<file path="src/rtl/wb_efpga_config_bridge.sv">
// Wishbone-classic slave that buffers eFPGA configuration words in a FIFO and
// replays them onto the fabric self-write port with a programmable strobe gap.
module wb_efpga_config_bridge #(
  parameter int          DATA_WIDTH  = 32,
  parameter int          FIFO_DEPTH  = 16,
  parameter logic [31:0] BASE_ADDR   = 32'h3000_0000,
  parameter int          GAP_WIDTH   = 8,
  parameter int          COUNT_WIDTH = 16
) (
  input  logic                  CLK,
  input  logic                  resetn,
  input  logic                  wbs_stb_i,
  input  logic                  wbs_cyc_i,
  input  logic                  wbs_we_i,
  input  logic [3:0]            wbs_sel_i,
  input  logic [31:0]           wbs_adr_i,
  input  logic [31:0]           wbs_dat_i,
  output logic                  wbs_ack_o,
  output logic [31:0]           wbs_dat_o,
  output logic                  SelfWriteStrobe,
  output logic [DATA_WIDTH-1:0] SelfWriteData,
  output logic                  irq
);

  localparam int AW = $clog2(FIFO_DEPTH);
  localparam logic [AW:0] DEPTH_L = (AW+1)'(FIFO_DEPTH);
  localparam logic [AW:0] PTR_ONE = (AW+1)'(1);

  typedef enum logic [1:0] {IDLE, STROBE, GAP} state_t;
  state_t state, state_nx;

  // Handshake: a request (cyc & stb & address match) sampled at one edge is
  // acked for exactly the next cycle; the ack itself blocks re-sampling, so a
  // master holding stb gets one access per two cycles. Side effects and read
  // data are committed at the edge that raises ack.
  logic       sel, access;
  logic [1:0] reg_idx;
  logic       wr_data, wr_status, wr_ctrl, wr_count, flush;
  logic       unused_bits;

  assign sel       = wbs_cyc_i & wbs_stb_i & (wbs_adr_i[31:4] == BASE_ADDR[31:4]);
  assign access    = sel & ~wbs_ack_o;
  assign reg_idx   = wbs_adr_i[3:2];
  assign wr_data   = access & wbs_we_i & (reg_idx == 2'd0);
  assign wr_status = access & wbs_we_i & (reg_idx == 2'd1);
  assign wr_ctrl   = access & wbs_we_i & (reg_idx == 2'd2);
  assign wr_count  = access & wbs_we_i & (reg_idx == 2'd3);
  assign flush     = wr_ctrl & wbs_dat_i[1];
  assign unused_bits = ^{wbs_sel_i, wbs_adr_i[1:0]};

  logic                   ctrl_en, ctrl_irq_en;
  logic [GAP_WIDTH-1:0]   ctrl_gap, gap_cnt;
  logic [COUNT_WIDTH-1:0] count;
  logic                   ovf, done;

  logic [DATA_WIDTH-1:0] mem [FIFO_DEPTH];
  logic [AW:0] wr_ptr, rd_ptr, wr_ptr_nx, rd_ptr_nx, fill, fill_nx;
  logic        empty, full, pop, push_ok, ovf_set, going_idle, done_set;

  assign fill    = wr_ptr - rd_ptr;
  assign empty   = (fill == '0);
  assign full    = (fill == DEPTH_L);
  assign push_ok = wr_data & (~full | pop);
  assign ovf_set = wr_data & full & ~pop;

  always_comb begin
    wr_ptr_nx = wr_ptr;
    rd_ptr_nx = rd_ptr;
    if (push_ok) wr_ptr_nx = wr_ptr + PTR_ONE;
    // Flush only moves the read pointer; a word already latched keeps draining.
    if (flush)    rd_ptr_nx = wr_ptr_nx;
    else if (pop) rd_ptr_nx = rd_ptr + PTR_ONE;
  end

  assign fill_nx  = wr_ptr_nx - rd_ptr_nx;
  assign done_set = going_idle & (fill_nx == '0);

  always_ff @(posedge CLK) begin
    if (push_ok) mem[wr_ptr[AW-1:0]] <= wbs_dat_i[DATA_WIDTH-1:0];
  end

  always_ff @(posedge CLK) begin
    if (!resetn) state <= IDLE;
    else         state <= state_nx;
  end

  always_comb begin
    state_nx   = state;
    pop        = 1'b0;
    going_idle = 1'b0;
    case (state)
      IDLE: begin
        if (ctrl_en && !empty) begin
          pop      = 1'b1;
          state_nx = STROBE;
        end
      end
      STROBE: begin
        if (ctrl_gap == '0) begin
          state_nx   = IDLE;
          going_idle = 1'b1;
        end else begin
          state_nx = GAP;
        end
      end
      GAP: begin
        if (gap_cnt == GAP_WIDTH'(1)) begin
          state_nx   = IDLE;
          going_idle = 1'b1;
        end
      end
      default: state_nx = IDLE;
    endcase
  end

  assign SelfWriteStrobe = (state == STROBE);

  logic [31:0] rd_mux;
  always_comb begin
    rd_mux = '0;
    case (reg_idx)
      2'd1: begin
        rd_mux[0]    = empty;
        rd_mux[1]    = full;
        rd_mux[2]    = (state != IDLE);
        rd_mux[3]    = ovf;
        rd_mux[4]    = done;
        rd_mux[15:8] = 8'(fill);
      end
      2'd2: begin
        rd_mux[0]              = ctrl_en;
        rd_mux[2]              = ctrl_irq_en;
        rd_mux[8 +: GAP_WIDTH] = ctrl_gap;
      end
      2'd3:    rd_mux[COUNT_WIDTH-1:0] = count;
      default: rd_mux = '0;
    endcase
  end

  always_ff @(posedge CLK) begin
    if (!resetn) begin
      wbs_ack_o     <= 1'b0;
      wbs_dat_o     <= '0;
      wr_ptr        <= '0;
      rd_ptr        <= '0;
      SelfWriteData <= '0;
      gap_cnt       <= '0;
      ctrl_en       <= 1'b0;
      ctrl_irq_en   <= 1'b0;
      ctrl_gap      <= '0;
      count         <= '0;
      ovf           <= 1'b0;
      done          <= 1'b0;
      irq           <= 1'b0;
    end else begin
      wbs_ack_o <= access;
      wbs_dat_o <= (access && !wbs_we_i) ? rd_mux : '0;
      wr_ptr    <= wr_ptr_nx;
      rd_ptr    <= rd_ptr_nx;
      if (pop) SelfWriteData <= mem[rd_ptr[AW-1:0]];
      if (state == STROBE)   gap_cnt <= ctrl_gap;
      else if (state == GAP) gap_cnt <= gap_cnt - GAP_WIDTH'(1);
      if (wr_ctrl) begin
        ctrl_en     <= wbs_dat_i[0];
        ctrl_irq_en <= wbs_dat_i[2];
        ctrl_gap    <= wbs_dat_i[8 +: GAP_WIDTH];
      end
      if (wr_count)                          count <= '0;
      else if (SelfWriteStrobe && count != '1) count <= count + COUNT_WIDTH'(1);
      if (ovf_set)                        ovf <= 1'b1;
      else if (wr_status && wbs_dat_i[3]) ovf <= 1'b0;
      if (done_set)                       done <= 1'b1;
      else if (wr_status && wbs_dat_i[4]) done <= 1'b0;
      irq <= ctrl_irq_en & done;
    end
  end

endmodule

</file>
<file path="config.mk">
export PLATFORM = sky130hd
export DESIGN_NAME = wb_efpga_config_bridge
export DESIGN_NICKNAME = d
export VERILOG_FILES = /design/src/rtl/wb_efpga_config_bridge.sv
export SDC_FILE = /design/constraint.sdc
export NUM_CORES = 1
export LEC_CHECK = 0
export CAP_MARGIN = 15
export CORE_MARGIN = 2
export CORE_UTILIZATION = 49
export DETAILED_ROUTE_END_ITERATION = 8
export GPL_TIMING_DRIVEN = 1
export MAX_ROUTING_LAYER = met4
export PLACE_DENSITY = 0.68
export SLEW_MARGIN = 20
export SYNTH_ARGS = -nofsm -noshare
export SYNTH_HDL_FRONTEND = slang
export SYNTH_SLANG_ARGS = --single-unit
</file>
<file path="constraint.sdc">
create_clock -name CLK -period 20.3 [get_ports CLK]
set_clock_uncertainty 0.2 [all_clocks]
set_input_delay 2.03 -clock CLK [delete_from_list [all_inputs] [get_ports CLK]]
set_output_delay 2.03 -clock CLK [all_outputs]
set_load 0.05 [all_outputs]
</file>
==> results.ini, run 1 <==
[outcome]
status = finished, final reports clean

[timing]
finalHoldWorstSlack_ns = 0.265
max_slew.worst_pin.slew_ns = 1.09
worst_slack_ns = 13.34
clock.fmax_mhz = 144
finalMaxSlewViolations = 0
timing.final.crit_period_ns = 6.96
finalCritPeriodShare_pct = 34.3
finalSetupViolCount = 0
maxSlewHeadroom_pct = 27.5
hold_viol_final = 0
grt_setup_unrepaired = false
final.setup.tns_ns = 0

[placement]
detailed_place_hpwl_mm = 27.7
port_buffers = 117
globalplace.congestion = 0.806
preCtsSetupSlack_ns = 12.74

[synthesis]
post_synthesis_share_of_cell_area_spent_on_and_or_nand_and_nor_gates_pct = 5.35
synthDominantCellAreaShare_pct = 63.6
yosys_most_used_dff = edfxtp_1
post_synth_num_cell_types = 67
synth_xor_area_share_pct = 0.937
combinational_family_with_the_most_area_after_synthesis = multiplexers
syn_area_mm2 = 0.0242
ys_top_cells_by_area = edfxtp_1 (64%), mux4_2 (15%), dfxtp_1 (8.1%), nand2_1 (1.5%), a21boi_0 (1.0%)
synth-seq-area-share_pct = 71.7
synth_commonest_cells = edfxtp_1 (512), mux4_2 (160), dfxtp_1 (98), nand2_1 (98), nor2_1 (55)
synthMostInstantiatedCell = edfxtp_1
synth_cells = 1312
synth-adder-area-share_pct = 1.01
synth_async_sr_flop_share_pct = 0
synth.avg_cell_area_um2 = 18.4
synth-seq-cells = 610
synth-edff-count = 512
synth.area.mux_share_pct = 15.9
synthDominantAreaCellType = edfxtp_1
synth_compound_gate_area_share_pct = 3.13
ys.warnings.count = 0

[layout]
post_route_cells_drive_above_1_share_pct = 20.5
fin_nets = 1541
seq_area_mm2 = 0.0173
fillers = 3723
multi_input_gate_area_mm2 = 0.00655
syn_to_final_growth_pct = 16.3

[floorplanning]
row_count = 81
ioPinCount = 140
vert_die_dim_um = 226
design.die.area_mm2 = 0.0511
die_width_um = 226
initial_standard_cell_utilization_of_the_core_pct = 49.5
placeableCoreArea_mm2 = 0.0488

[clock_network]
clk_path_buf_depth = 3
tritoncts.num_buffers = 59
worst_skew_pair.late_latency_ns = 0.62
cts_root_buffer = clkbuf_16
clk_pin_slew_worst_paths_ns = 0.06
clock_tree_from_tritoncts = done
cts.sinks = 610
cts-hold-fix-buffers = 0
cts_repair_resize_count = 0
htree_levels = 2
postCtsSetupRepairBufs = 0

[drt]
wl_per_cell_um = 23.7
detailedRoute.firstIterationViolations = 1397
detailed_route_wl_mm = 51.4
firstDrtPassIters = 5
antenna_left = 0
vias_per_cell = 5.71
via_count = 12400
drc_errors = 0

[worst_setup_path]
r2r_cells = 18
startpoint_type = primary input
critical_path.max_fanout = 24
worstReg2RegStart = rd_ptr[1]
cp_top_family = simple AND/OR/NAND/NOR gates
worst_path_largest_cell_delay_ns = 1.06
critical_path.slowest_cell = nor2_1
path_cells = clkdlybuf4s50_1, nor2b_1, nand4_1, nor2_1, a21oi_1, a21oi_1, ha_1, a21oi_1, nor2b_1, a21o_1, a21oi_1, nand2_1, xor2_1, a31o_1
crit_required_ns = 20.61
cp.arrival_ns = 7.26
critPathCaptureType = flip-flop
ff2ff_setup_slack_ns = 15.00
worst-setup-path-type = in2reg
worst_path_most_repeated_cell = a21oi_1
crit-reg2reg-capture = done
cp_num_buf_inv = 1

[grt]
first_global_vias = 12600
gr-max-usage-layer = met2
grt.met3_usage_pct = 3.51
total_routing_usage_gr_pct = 21.3
grt_pass1_wl_mm = 77.0
grt.met2_usage_pct = 32.9
grt_start_max_net_pins = 115
antenna_found_initial = 3
gr_met1_demand_resource_pct = 29.4
overflow = 0

[power]
leakagePower_nw = 8.81
peakVddDrop_mv = 0.0724
p_per_area_mw_per_mm2 = 87.6

[min_path]
min_delay_worst_endpoint = SelfWriteData[16]
min-delay-start = SelfWriteData[16]
min-delay-path-class = reg2reg
min_delay_path_depth = 2

[run]
cap_violations = 0

==> metrics by stage <==
step	power, mW	util (%)	cells	area, um^2
floorplan	1.40	-	1327	24200
global placement	1.42	53.6	2052	26200
detailed placement	1.42	53.6	2052	26200
CTS	2.48	57.5	2163	28100
global route	2.53	57.5	2166	28100
finish	2.46	57.5	2166	28100
==> tightest hold or removal path, cell delays in order (launching register included) <==
cell	delay, ns
dfxtp_1	0.31
nand2_1	0.05
a21boi_0	0.06
==> cells in the final DEF (no fill, tap or decap), drive strengths merged, types with 7 or more instances in the layout <==
master / count
nor2: 55
nor4: 14
ha: 18
a21boi: 33
mux4: 160
inv: 25
clkinv: 20
nor2b: 25
and2: 7
mux2i: 21
clkbuf: 83
xor2: 12
o21ai: 22
dfxtp: 98
clkdlybuf4s50: 116
a22oi: 10
edfxtp: 512
conb: 16
a21oi: 17
xnor2: 13
buf: 28
nand3: 14
nand2: 98
and3: 12
==> final cells by class <==
cell class / instances / area share, %
diodes: 3 / 0.0267
clock buffers: 83 / 5.68
flip-flops and latches: 610 / 61.7
well taps: 664 / 2.96
inverters: 24 / 0.321
clock inverters: 28 / 1.06
multi-input cells: 610 / 23.3
repair buffers: 144 / 4.92
==> cell families (layout without fill, tap and decap cells) <==
logic type               after synthesis  in the layout
other                                  1             19
AND/OR/NAND/NOR                      259            259
buffers and inverters                107            279
adder cells (fa/ha/maj)               19             19
multiplexers                         183            183
AO/OA/AOI/OAI                        108            108
flip-flops                           610            610
XOR/XNOR                              25             25
==> where the power goes <==
| group | total (mW) | internal, mW | switching, mW | leakage [nW] |
|---|---|---|---|---|
| Sequential | 1.35 | 1.35 | 0.0000000000175 | 5.39 |
| Clock | 1.07 | 0.612 | 0.453 | 0.910 |
| Combinational | 0.0400 | 0.0135 | 0.0266 | 2.51 |
| Total | 2.46 | 1.98 | 0.479 | 8.81 |
==> flip-flops by register name, summed over array words and instances, names as in the netlist, 2 cells and up <==
register	count
count	16
wbs_dat_o	16
rd_ptr	5
mem	512
wr_ptr	5
SelfWriteData	32
state	2
gap_cnt	8
ctrl_gap	8
==> routing by layer <==
layer	wire, um	up-vias
met5	0	-
met2	24400	417
met3	3400	79
met1	22300	6413
met4	1190	0
li1	-	5461
==> worst max path at each step <==
stage / from / slack [ns] / end / depth (start not counted)
floorplan: wbs_adr_i[16] / 12.76 / mem[0][0] / 7
global placement: wbs_adr_i[3] / 12.88 / done / 14
detailed placement: wbs_adr_i[3] / 12.74 / done / 14
CTS: wbs_adr_i[3] / 13.31 / done / 14
global route: wbs_adr_i[3] / 12.83 / done / 14
finish: wbs_adr_i[3] / 13.34 / done / 14
No activity file was read; power rests on OpenSTA's default activity.
==> inputs of run 2 (changes only) <==
--- a/config.mk
+++ b/config.mk
@@ -11,7 +11,7 @@
 export DETAILED_ROUTE_END_ITERATION = 8
 export GPL_TIMING_DRIVEN = 1
 export MAX_ROUTING_LAYER = met4
-export PLACE_DENSITY = 0.68
+export PLACE_DENSITY = 0.7
 export SLEW_MARGIN = 20
 export SYNTH_ARGS = -nofsm -noshare
 export SYNTH_HDL_FRONTEND = slang
==> constraint.sdc (replaced) <==
create_clock -name CLK -period 6.39 [get_ports CLK]
set_clock_uncertainty 0.2 [all_clocks]
set_input_delay 0.639 -clock CLK [delete_from_list [all_inputs] [get_ports CLK]]
set_output_delay 0.639 -clock CLK [all_outputs]
set_load 0.05 [all_outputs]
==> results.ini, run 2 (synthesis gave the netlist of run 1 again) <==
[power]
p_per_area_mw_per_mm2 = 282
power_total_mw = 7.98
peakVddDrop_mv = 0.211
seq_power_share_pct = 53.9
netSwitchingPower_mw = 1.55
leakagePower_nw = 8.93
share_comb_of_total_power_pct = 1.6
power.clock.fraction_pct = 44.4
switching_share_pct = 19.4
cellInternalPower_mw = 6.44

[floorplanning]
ioPinCount = 140
die_width_um = 226
design.die.area_mm2 = 0.0511
vert_die_dim_um = 226
row_count = 81
placeableCoreArea_mm2 = 0.0488
initial_standard_cell_utilization_of_the_core_pct = 49.5

[drt]
via_count = 12400
firstDrtPassIters = 5
antenna_left = 0
detailed_route_wl_mm = 52.2
vias_per_cell = 5.71
wl_per_cell_um = 23.9
detailedRoute.firstIterationViolations = 1422
drc_errors = 0

[timing]
max_slew.worst_pin.slew_ns = 1.01
maxSlewHeadroom_pct = 32.8
grt_setup_unrepaired = false
final.setup.tns_ns = 0
timing.final.crit_period_ns = 5.06
hold_viol_final = 0
finalCritPeriodShare_pct = 79.2
finalSetupViolCount = 0
clock.fmax_mhz = 198
finalHoldWorstSlack_ns = 0.263
finalMaxSlewViolations = 0

[worst_setup_path]
critical_path.slowest_cell = dfxtp_4
cp.arrival_ns = 5.37
worst_path_most_repeated_cell = a21oi_1
startpoint_type = flip-flop
critPathCaptureType = flip-flop
critical_path.max_fanout = 31
worst-setup-path-type = reg2reg
path_cells = ha_1, inv_1, fa_1, or3b_2, nor4_1, o22ai_1, nand3_2, nand2_1, a21oi_1, a21oi_1, ha_1, a21oi_1, nor2b_1, a21o_1, a21oi_1, nand2_1, xor2_1, a31o_1
crit_required_ns = 6.70
worst_path_largest_cell_delay_ns = 0.76

[grt]
grt_pass1_wl_mm = 77.5
first_global_vias = 12400
antenna_found_initial = 1
overflow = 0
total_routing_usage_gr_pct = 21.4
grt_start_max_net_pins = 103

[clock_network]
cts_repair_resize_count = 0
tritoncts.num_buffers = 59
worst_skew_pair.late_latency_ns = 0.62
clk_pin_slew_worst_paths_ns = 0.06
cts-hold-fix-buffers = 0
clk_path_buf_depth = 3
clock_tree_from_tritoncts = done
cts_root_buffer = clkbuf_16
postCtsSetupRepairBufs = 0
cts.sinks = 610
htree_levels = 2

[layout]
fillers = 3678
largest_register_ffs = 512
post_route_cells_drive_above_1_share_pct = 21.8
most-common-layout-cells = edfxtp_1 (512), mux4_2 (160), clkdlybuf4s50_1 (116)
fin_nets = 1553
layout_cell_area_excl_fill_mm2 = 0.0283
final_common_cell = edfxtp_1
syn_to_final_growth_pct = 17.0

[placement]
port_buffers = 117
globalplace.congestion = 0.813
dpl-instance-area_mm2 = 0.0263
detailed_place_hpwl_mm = 29.8

[min_path]
min-delay-path-class = reg2reg

[outcome]
status = finished, final reports clean

[run]
cap_violations = 0

==> run 2: cell types whose count changed in the layout (fill, tap and decap cells not counted) <==
cell,change
buf_4,+12
bufinv_16,+3
clkbuf_1,-3
clkbuf_16,+1
clkinv_1,-7
clkinv_16,-1
clkinv_2,+6
clkinv_4,+1
clkinvlp_2,-1
clkinvlp_4,+2
diode_2,-1
==> run 2: layout make-up <==
cell class | count | area [um^2] | share of cell area, %
well taps | 664 | 831 | 2.94
clock inverters | 31 | 379 | 1.34
repair buffers | 156 | 1470 | 5.20
clock buffers | 81 | 1610 | 5.69
diodes | 2 | 5.00 | 0.0177
multi-input cells | 610 | 6550 | 23.2
flip-flops and latches | 610 | 17300 | 61.3
inverters | 24 | 90.1 | 0.319
==> run 2: metal layers <==
metal,global-route usage (%),vias up,routed length [um]
met5,-,-,0
met4,6.05,0,1030
met3,4.16,84,3710
met2,33.1,424,24800
met1,29.3,6447,22600
li1,-,5487,-
==> run 2: final timing paths <==
path,startpoint,to,slack [ns],cells after the start
worst max register to register,rd_ptr[0],done,1.33,18
worst min register to register,SelfWriteData[31],SelfWriteData[31],0.26,2
worst min-delay path,SelfWriteData[31],SelfWriteData[31],0.26,2
worst max-delay path,rd_ptr[0],done,1.33,18
==> run 2: stage by stage <==
step / std cells / utilization, % / setup slack, ns
2_1_floorplan: 1327 / - / -0.203
3_3_place_gp: 2064 / 53.8 / 1.39
3_5_place_dp: 2064 / 53.8 / 1.35
4_1_cts: 2176 / 57.9 / 1.33
5_1_grt: 2177 / 57.9 / 0.934
6_report: 2178 / 57.9 / 1.33
==> run 2: critical path, delay by kind of cell, from the launching register on <==
kind	cells	cell delay, ns
simple gates	6	1.50
compound gates	7	1.20
fa+ha+maj	3	1.06
flops	1	0.76
xor+xnor	1	0.16
buf+inv	1	0.05
==> run 2: power groups by stage <==
stage | Combinational [mW] | Sequential (mW) | Clock [mW]
floorplan | 0.0452 | 4.39 | 0
global placement | 0.124 | 4.39 | 0
detailed placement | 0.130 | 4.39 | 0
CTS | 0.130 | 4.30 | 3.61
global route | 0.140 | 4.30 | 3.76
finish | 0.131 | 4.30 | 3.55
